--- config.mk ---
export PLATFORM = sky130hd
export DESIGN_NAME = priority_decoder
export DESIGN_NICKNAME = d
export VERILOG_FILES = /design/src/rtl/priority_decoder_pkg.sv /design/src/rtl/prio_code_fifo.sv /design/src/rtl/priority_decoder.sv
export SDC_FILE = /design/constraint.sdc
export NUM_CORES = 1
export LEC_CHECK = 0
export ABC_AREA = 1
export CORE_AREA = 2 2 66 68
export DETAILED_ROUTE_END_ITERATION = 6
export DIE_AREA = 0 0 68 70
export PLACE_DENSITY = 0.73
export SYNTH_ARGS = -nofsm -noshare
export SYNTH_HDL_FRONTEND = slang
export SYNTH_SLANG_ARGS = --single-unit
export TNS_END_PERCENT = 100
--- constraint.sdc ---
create_clock -name clk -period 2 [get_ports clk]
set_clock_uncertainty 0.05 [all_clocks]
set_input_delay 0.2 -clock clk [delete_from_list [all_inputs] [get_ports clk]]
set_output_delay 0.2 -clock clk [all_outputs]
set_load 0.1 [all_outputs]
--- src/rtl/priority_decoder_pkg.sv ---
// Shared types and helpers for the priority decoder: FSM states, code word layout, decode functions.
package priority_decoder_pkg;

  localparam int unsigned CODE_W = 3;
  localparam int unsigned OUT_W  = 8;
  localparam int unsigned WORD_W = CODE_W + 1;

  typedef enum logic {
    IDLE  = 1'b0,
    DRIVE = 1'b1
  } state_t;

  typedef struct packed {
    logic              none;
    logic [CODE_W-1:0] idx;
  } code_t;

  // A none word decodes to all zeros so the one-hot output never carries a stale bit.
  function automatic logic [OUT_W-1:0] onehot(input code_t c);
    return c.none ? '0 : (OUT_W'(1) << c.idx);
  endfunction

  // Bits 0..idx set; ~(FE << idx) avoids the 9-bit overflow of (2 << idx) - 1.
  function automatic logic [OUT_W-1:0] thermo(input code_t c);
    return c.none ? '0 : ~(OUT_W'(8'hFE) << c.idx);
  endfunction

endpackage

--- src/rtl/prio_code_fifo.sv ---
// Code-word FIFO for the priority decoder: power-of-two depth, combinational head, occupancy level.
module prio_code_fifo
  import priority_decoder_pkg::*;
#(
  parameter int unsigned DEPTH = 4
) (
  input  logic                    clk,
  input  logic                    rst,
  input  logic                    push,
  input  logic                    pop,
  input  logic [WORD_W-1:0]       wdata,
  output logic [WORD_W-1:0]       rdata,
  output logic [$clog2(DEPTH):0]  level
);

  localparam int unsigned PTR_W = $clog2(DEPTH);
  localparam int unsigned LVL_W = $clog2(DEPTH) + 1;

  logic [WORD_W-1:0] mem [DEPTH];
  logic [PTR_W-1:0]  wr_ptr;
  logic [PTR_W-1:0]  rd_ptr;
  logic              do_push;
  logic              do_pop;

  assign do_push = push && (level != LVL_W'(DEPTH));
  assign do_pop  = pop && (level != '0);
  assign rdata   = mem[rd_ptr];

  // Storage needs no reset: level gates every read that matters.
  always_ff @(posedge clk) begin
    if (do_push) mem[wr_ptr] <= wdata;
  end

  // Pointers wrap naturally because DEPTH is a power of two.
  always_ff @(posedge clk or posedge rst) begin
    if (rst) begin
      wr_ptr <= '0;
      rd_ptr <= '0;
      level  <= '0;
    end else begin
      if (do_push) wr_ptr <= wr_ptr + PTR_W'(1);
      if (do_pop)  rd_ptr <= rd_ptr + PTR_W'(1);
      case ({do_push, do_pop})
        2'b10:   level <= level + LVL_W'(1);
        2'b01:   level <= level - LVL_W'(1);
        default: level <= level;
      endcase
    end
  end

endmodule

--- src/rtl/priority_decoder.sv ---
// Buffers encoded priority words and drives each one-hot decode for hold_cycles cycles.
// Define PRIO_DEC_THERMO_EN to add the registered thermometer output thermo_out.
module priority_decoder
  import priority_decoder_pkg::*;
#(
  parameter int unsigned DEPTH  = 4,
  parameter int unsigned HOLD_W = 4
) (
  input  logic                    clk,
  input  logic                    rst,
  input  logic                    in_valid,
  output logic                    in_ready,
  input  logic [CODE_W-1:0]       in_idx,
  input  logic                    in_none,
  input  logic [HOLD_W-1:0]       hold_cycles,
  output logic [OUT_W-1:0]        out_onehot,
  output logic                    out_active,
  output logic                    out_none,
  output logic [$clog2(DEPTH):0]  fifo_level
`ifdef PRIO_DEC_THERMO_EN
  ,
  output logic [OUT_W-1:0]        thermo_out
`endif
);

  localparam int unsigned LVL_W = $clog2(DEPTH) + 1;

  state_t            state;
  state_t            state_d;
  logic [HOLD_W-1:0] cnt;
  logic [HOLD_W-1:0] cnt_d;
  logic              push;
  logic              pop;
  logic              load;
  code_t             in_word;
  code_t             head;
  logic [OUT_W-1:0]  onehot_d;
  logic              none_d;
  logic              active_d;
`ifdef PRIO_DEC_THERMO_EN
  logic [OUT_W-1:0]  thermo_d;
`endif

  // No pop bypass: a full FIFO refuses a word even on a pop edge.
  assign in_ready = (fifo_level != LVL_W'(DEPTH));
  assign push     = in_valid && in_ready;
  assign in_word  = code_t'({in_none, in_idx});

  prio_code_fifo #(
    .DEPTH (DEPTH)
  ) u_fifo (
    .clk   (clk),
    .rst   (rst),
    .push  (push),
    .pop   (pop),
    .wdata (in_word),
    .rdata (head),
    .level (fifo_level)
  );

  // Next state, counter and output values; a load pops the head and restarts the hold.
  always_comb begin
    state_d  = state;
    cnt_d    = cnt;
    load     = 1'b0;
    pop      = 1'b0;
    onehot_d = out_onehot;
    none_d   = out_none;
    active_d = out_active;
`ifdef PRIO_DEC_THERMO_EN
    thermo_d = thermo_out;
`endif
    case (state)
      IDLE: begin
        if (fifo_level != '0) load = 1'b1;
      end
      DRIVE: begin
        if (cnt == HOLD_W'(1)) begin
          if (fifo_level != '0) begin
            load = 1'b1;
          end else begin
            state_d  = IDLE;
            cnt_d    = '0;
            onehot_d = '0;
            none_d   = 1'b0;
            active_d = 1'b0;
`ifdef PRIO_DEC_THERMO_EN
            thermo_d = '0;
`endif
          end
        end else begin
          cnt_d = cnt - HOLD_W'(1);
        end
      end
    endcase
    if (load) begin
      pop      = 1'b1;
      state_d  = DRIVE;
      cnt_d    = (hold_cycles == '0) ? HOLD_W'(1) : hold_cycles;
      onehot_d = onehot(head);
      none_d   = head.none;
      active_d = 1'b1;
`ifdef PRIO_DEC_THERMO_EN
      thermo_d = thermo(head);
`endif
    end
  end

  always_ff @(posedge clk or posedge rst) begin
    if (rst) begin
      state      <= IDLE;
      cnt        <= '0;
      out_onehot <= '0;
      out_none   <= 1'b0;
      out_active <= 1'b0;
`ifdef PRIO_DEC_THERMO_EN
      thermo_out <= '0;
`endif
    end else begin
      state      <= state_d;
      cnt        <= cnt_d;
      out_onehot <= onehot_d;
      out_none   <= none_d;
      out_active <= active_d;
`ifdef PRIO_DEC_THERMO_EN
      thermo_out <= thermo_d;
`endif
    end
  end

endmodule

# After elaboration in Yosys (flattened, before gate mapping)

Memories as Yosys holds them, arrays and structs flattened.
Index checks and enable logic that the tools add are counted.

Bits in registers: 22
Memories kept: 1
RAM bits: 16

Equality and inequality tests: 6
Add/subtract/negate cells: 5
Bitwise operators: 1
Shift operators: 1
Mux-type cells: 25
Reduce and logical (&&, ||, !) cells: 10

Memory list:

| name       | depth | width | read ports | clocked after Yosys merged registers in | write ports | RTL line             | RTL |
|---|---|---|---|---|---|---|---|
| u_fifo.mem | 4     | 4     | 1          | 0                                       | 1           | prio_code_fifo.sv:19 | `logic [WORD_W-1:0] mem [DEPTH];` |

Operators by type and width:

| kind                                                               | count |
|---|---|
| 8-bit 2-to-1 mux                                                   | 5 |
| 4-bit 2-to-1 mux                                                   | 5 |
| 1-bit 2-to-1 mux                                                   | 13 |
| 1-bit by 3-bit left shift with 8-bit output, first input constant  | 1 |
| 3-bit inequality test, second input constant                       | 2 |
| 3-bit one-hot mux with 2 select lines                              | 1 |
| 2-bit nonzero test                                                 | 3 |
| 2-bit by 1-bit adder with 2-bit output, second input constant      | 2 |
| 4-bit by 1-bit == test with 1-bit output, second input constant    | 1 |
| 4-bit zero test                                                    | 1 |
| 4-bit by 1-bit subtractor with 4-bit output, second input constant | 1 |
| 3-bit by 1-bit adder with 3-bit output, second input constant      | 1 |
| 1-bit logical AND                                                  | 3 |
| 3-bit AND reduction                                                | 1 |
| 3-bit nonzero test                                                 | 1 |
| 3-bit by 1-bit subtractor with 3-bit output, second input constant | 1 |
| 2-bit by 1-bit == test with 1-bit output, second input constant    | 1 |
| 2-bit == test, second input constant                               | 1 |
| 2-bit inequality test, second input constant                       | 1 |
| 1-bit one-hot mux with 2 select lines                              | 1 |
| 2-bit AND reduction                                                | 1 |
| 1-bit NOT                                                          | 1 |

# Depth between registers and ports, before layout

Depth in word-level cells: 8
Depth in mapped cells: 11

# Hierarchy

Synthesis repeated with hierarchy kept, for this count alone.

Cell total of the unflattened synthesis: 211
Area, all modules: 1953.1 um2

Modules (own cells, without submodules):

| module           | times used | cells each | area each (um2) |
|---|---|---|---|
| prio_code_fifo   | 1          | 106        | 1084.8 |
| priority_decoder | 1          | 105        | 868.3 |

# Least setup slack after synthesis

No wires, ideal clock.

Path kind: reg-to-reg
From: register u_fifo.level[0]
To: register u_fifo.level[2]
Path slack: -1.246 ns
Data required time: 1.819 ns
Cell stages (with the launch flop): 9
Arrival: 3.065 ns
Path through: dfrtp_1 nor2_2 nand2_1 nand2_2 ha_1 fa_1 a21oi_1 o21ai_0 xor2_1

Elaborated cells on any way between the ends: 15
Those cells by class: add/sub (2); eq/ne (3); mux (5); reduce/logical (5)

RTL lines:

| what                                                                        | RTL line               | RTL |
|---|---|---|
| start, declared                                                             | prio_code_fifo.sv:13   | `output logic [$clog2(DEPTH):0] level` |
| start signal, assigned                                                      | prio_code_fifo.sv:44   | `2'b10: level <= level + LVL_W'(1);` |
| start signal, assigned                                                      | prio_code_fifo.sv:45   | `2'b01: level <= level - LVL_W'(1);` |
| start signal, assigned                                                      | prio_code_fifo.sv:46   | `default: level <= level;` |
| 3-bit inequality test (*)                                                   | priority_decoder.sv:45 | `assign in_ready = (fifo_level != LVL_W'(DEPTH));` |
| named net in_ready                                                          | priority_decoder.sv:12 | `output logic in_ready,` |
| 1-bit logical AND                                                           | priority_decoder.sv:46 | `assign push = in_valid && in_ready;` |
| 1-bit logical AND (*)                                                       | prio_code_fifo.sv:25   | `assign do_push = push && (level != LVL_W'(DEPTH));` |
| 2-bit by 1-bit == test with 1-bit output or 2-bit == test (tied branches)   | prio_code_fifo.sv:43   | `case ({do_push, do_pop})` |
| 3-bit one-hot mux with 2 select lines or 2-bit nonzero test (tied branches) | --                     |  |

Mark *: on every way through the listed nets, which the timed path passes. The rest lies on a longest branch.
A chain may end at the register's enable or synchronous reset.

# Worst setup path in the final report

From: register cnt[1]
To: register u_fifo.level[1]

Word-level cells in the longest chain between the ends: 7
Elaborated cells on any way between the ends: 9
Those cells by class: eq/ne (3); mux (4); reduce/logical (2)

RTL lines:

| what                                                                        | RTL line                | RTL |
|---|---|---|
| start, declared                                                             | priority_decoder.sv:30  | `logic [HOLD_W-1:0] cnt;` |
| start signal, assigned                                                      | priority_decoder.sv:121 | `cnt <= cnt_d;` |
| 4-bit by 1-bit == test with 1-bit output (*)                                | priority_decoder.sv:78  | `if (cnt == HOLD_W'(1)) begin` |
| 1-bit 2-to-1 mux (*)                                                        | priority_decoder.sv:78  |  |
| 1-bit one-hot mux with 2 select lines (*)                                   | priority_decoder.sv:73  | `case (state)` |
| 1-bit 2-to-1 mux (*)                                                        | priority_decoder.sv:96  | `if (load) begin` |
| 1-bit logical AND (*)                                                       | prio_code_fifo.sv:26    | `assign do_pop = pop && (level != '0);` |
| named net u_fifo.do_pop                                                     | prio_code_fifo.sv:23    | `logic do_pop;` |
| 2-bit by 1-bit == test with 1-bit output or 2-bit == test (tied branches)   | prio_code_fifo.sv:43    |  |
| 3-bit one-hot mux with 2 select lines or 2-bit nonzero test (tied branches) | --                      |  |

Marks and branches as above.

==> results.md <==
* Ports at 25
* Final wirelength at 3450 um
* Max incr delay on CP at 0.43 ns
* First-pass GRT wire length at 5750 um
* Final Setup Violations at 0
* Share of cells above drive strength 1 at 29.0%
* Slowest-stage cell, CP: fa_2
* Most frequent cells in the layout: nand2_1, buf_4, inv_1, dfrtp_1, edfxtp_1
* Final ANT Viol Nets at 0
* Routed WL per cell at 11.8 um
* CTS Hold Buffers Added at 0
* DRT Pass-1 Iters at 4
* Clock Path Buffers at 2
* Synth warn at 0
* Placed insts at 279
* Setup crit end kind: register
* DP HPWL at 2510 um
* CP cell instances: inv_2, ha_4, nand3_4, nand2_4, nand2_4, inv_4, ha_4, fa_2, mux2_2
* Worst-Margin Slew at 0.390 ns
* Total CTS buffers at 5
* Post-synth top area share at 28.6%
* Synth cell types at 29
* Port Buf Inserts at 24
* Largest net degree at the start of global routing at 23
* Setup ws final at 0.0585 ns
* CP required at 2.12 ns
* Final net count at 259
* Most area-hungry cell type in the Yosys netlist: dfrtp_1
* Fillers at 368
* Die width at 68 um
* Reg2reg setup slack at 0.06 ns
* Final Cycle Share at 97.1%
* Register Area at 0.00104 mm2
* Global Route Usage Sum at 16.1%
* Worst R2R End: u_fifo.level[1]
* Final GP Congestion at 0.770
* Ranking of synthesized cells by area: dfrtp_1, edfxtp_1, nand2_1
* Clk_lat worst skew at 0.28 ns
* R2R depth at 9
* Root Buffer: clkbuf_8
* Vias in the first global route at 1,314
* Gr ovfl total at 0
* Initial antenna violation count at 0
* Area of the multi-input gates at 842 um2
* Count of final hold-check violations at 0
* Final Max Tran Viols at 0
* CTS clock-pin slew for the worst setup and hold paths at 0.07 ns
* Via count at 1,398
* CTS Sinks at 38
* Cell family with most CP delay: adder cells
* Max_cap viols at 0
* Rel. slew slack at 73.9%
* Most common cell after layout, fill and taps aside: nand2_1
* Syn avg cell area at 9.57 um2
* Std cell rows at 24
* Minimum clock period at 1.94 ns
* Status: finished, final reports clean
* DIE AREA at 0.00476 mm2
* DP Worst Slack at 0.00937 ns
* FMAX at 515 MHz
* DR DRC count at 0
* WP data arrival at 2.07 ns
* Syn Nets at 220
* Synthesized flop and latch total at 38
* Via density at 4.77
* Die H at 70 um
* Core footprint at 0.00414 mm2
* Synth-to-Final Area Change at 27.5%
* Crit start category: register
* DRT iter0 DRCs at 76
* CP Max Fanout at 3
* Initial core utilization at 46.4%
* CP Class: register to register
* Fin cells at 293
* Worst Hold Class: primary input to asynchronous set/reset pin
* Worst R2R Start: cnt[1]
* Cells after synthesis at 201
* Post-synthesis cell area at 0.00192 mm2
* Final Util at 59.2%
* H-tree depth at 2
* WP buf/inv at 2
* Sequential area share after synthesis at 53.6%
* ANT cells at 0
* TritonCTS clock tree: done
[repair_timing]
action	4_1_cts	5_1_grt
endpoints found under the setup margin	0	2
gates resized for setup	0	6
buffers inserted	0	6
[worst register-to-register path, delay by kind of cell (launching register included)]
| family | cells | cell delay [ns] |
|---|---|---|
| muxes | 1 | 0.26 |
| DFF | 1 | 0.40 |
| and+or+nand+nor | 3 | 0.25 |
| buffers and inverters | 2 | 0.15 |
| adders and majority gates | 3 | 0.71 |
[flip-flops by register name (all words and copies together), names as in the netlist]
signal / cells
state: 1
u_fifo.level: 3
u_fifo.wr_ptr: 2
out_onehot: 8
out_none: 1
u_fifo.mem: 16
out_active: 1
u_fifo.rd_ptr: 2
cnt: 4
[through the flow]
step / hold slack [ns] / cell area [um2] / setup TNS [ns]
floorplan: 0.139 / 1980 / -0.285
global placement: 0.410 / 2260 / 0
detailed placement: 0.411 / 2260 / 0
CTS: 0.206 / 2370 / 0
global route: 0.252 / 2450 / -0.0442
finish: 0.197 / 2450 / 0
[cells by family after synthesis]
| kind of cell | count (synthesis) | synth area share (%) |
|---|---|---|
| buffers and inverters | 27 | 6.51 |
| XOR/XNOR | 4 | 1.82 |
| multiplexers | 1 | 0.586 |
| adder cells (fa/ha/maj) | 8 | 5.60 |
| AND/OR/NAND/NOR | 109 | 28.0 |
| AO/OA/AOI/OAI | 14 | 3.90 |
| flip-flops | 38 | 53.6 |
[how the worst max path moves through the flow]
| stage | startpoint | endpoint | cells after the start |
|---|---|---|---|
| 2_1_floorplan | u_fifo.level[1] | u_fifo.level[1] | 6 |
| 3_3_place_gp | cnt[1] | u_fifo.level[1] | 9 |
| 3_5_place_dp | cnt[1] | u_fifo.level[1] | 9 |
| 4_1_cts | cnt[1] | u_fifo.level[1] | 9 |
| 5_1_grt | cnt[1] | u_fifo.level[1] | 9 |
| 6_report | cnt[1] | u_fifo.level[1] | 9 |
[cell usage after synthesis, drive strengths merged]
library cell  instances
nand2                66
inv                  24
dfrtp                22
nand3                21
edfxtp               16
nor2                 15
o21ai                10
ha                    7
nand4                 3
xor2                  3
a21oi                 2
buf                   2
o211ai                2
or2                   2
clkbuf                1
fa                    1
mux2                  1
nand3b                1
nor3                  1
xnor2                 1
[metal layers]
layer	part of all wire, %	GRT usage (%)
met5	0	0
met4	1.5	6.89
met3	4.1	4.35
met2	50	24.5
met1	45	21.4
[layout make-up]
type / instances / area share, %
Clock buffer: 5 / 2.81
Clock inverter: 3 / 1.63
Inverter: 24 / 3.78
Multi-Input combinational cell: 136 / 34.3
Sequential cell: 38 / 42.6
Tap cell: 52 / 2.65
Timing Repair Buffer: 35 / 12.2
Power is not shown: default switching activity piles up to over one toggle a cycle in this logic, so the estimate is an artifact.
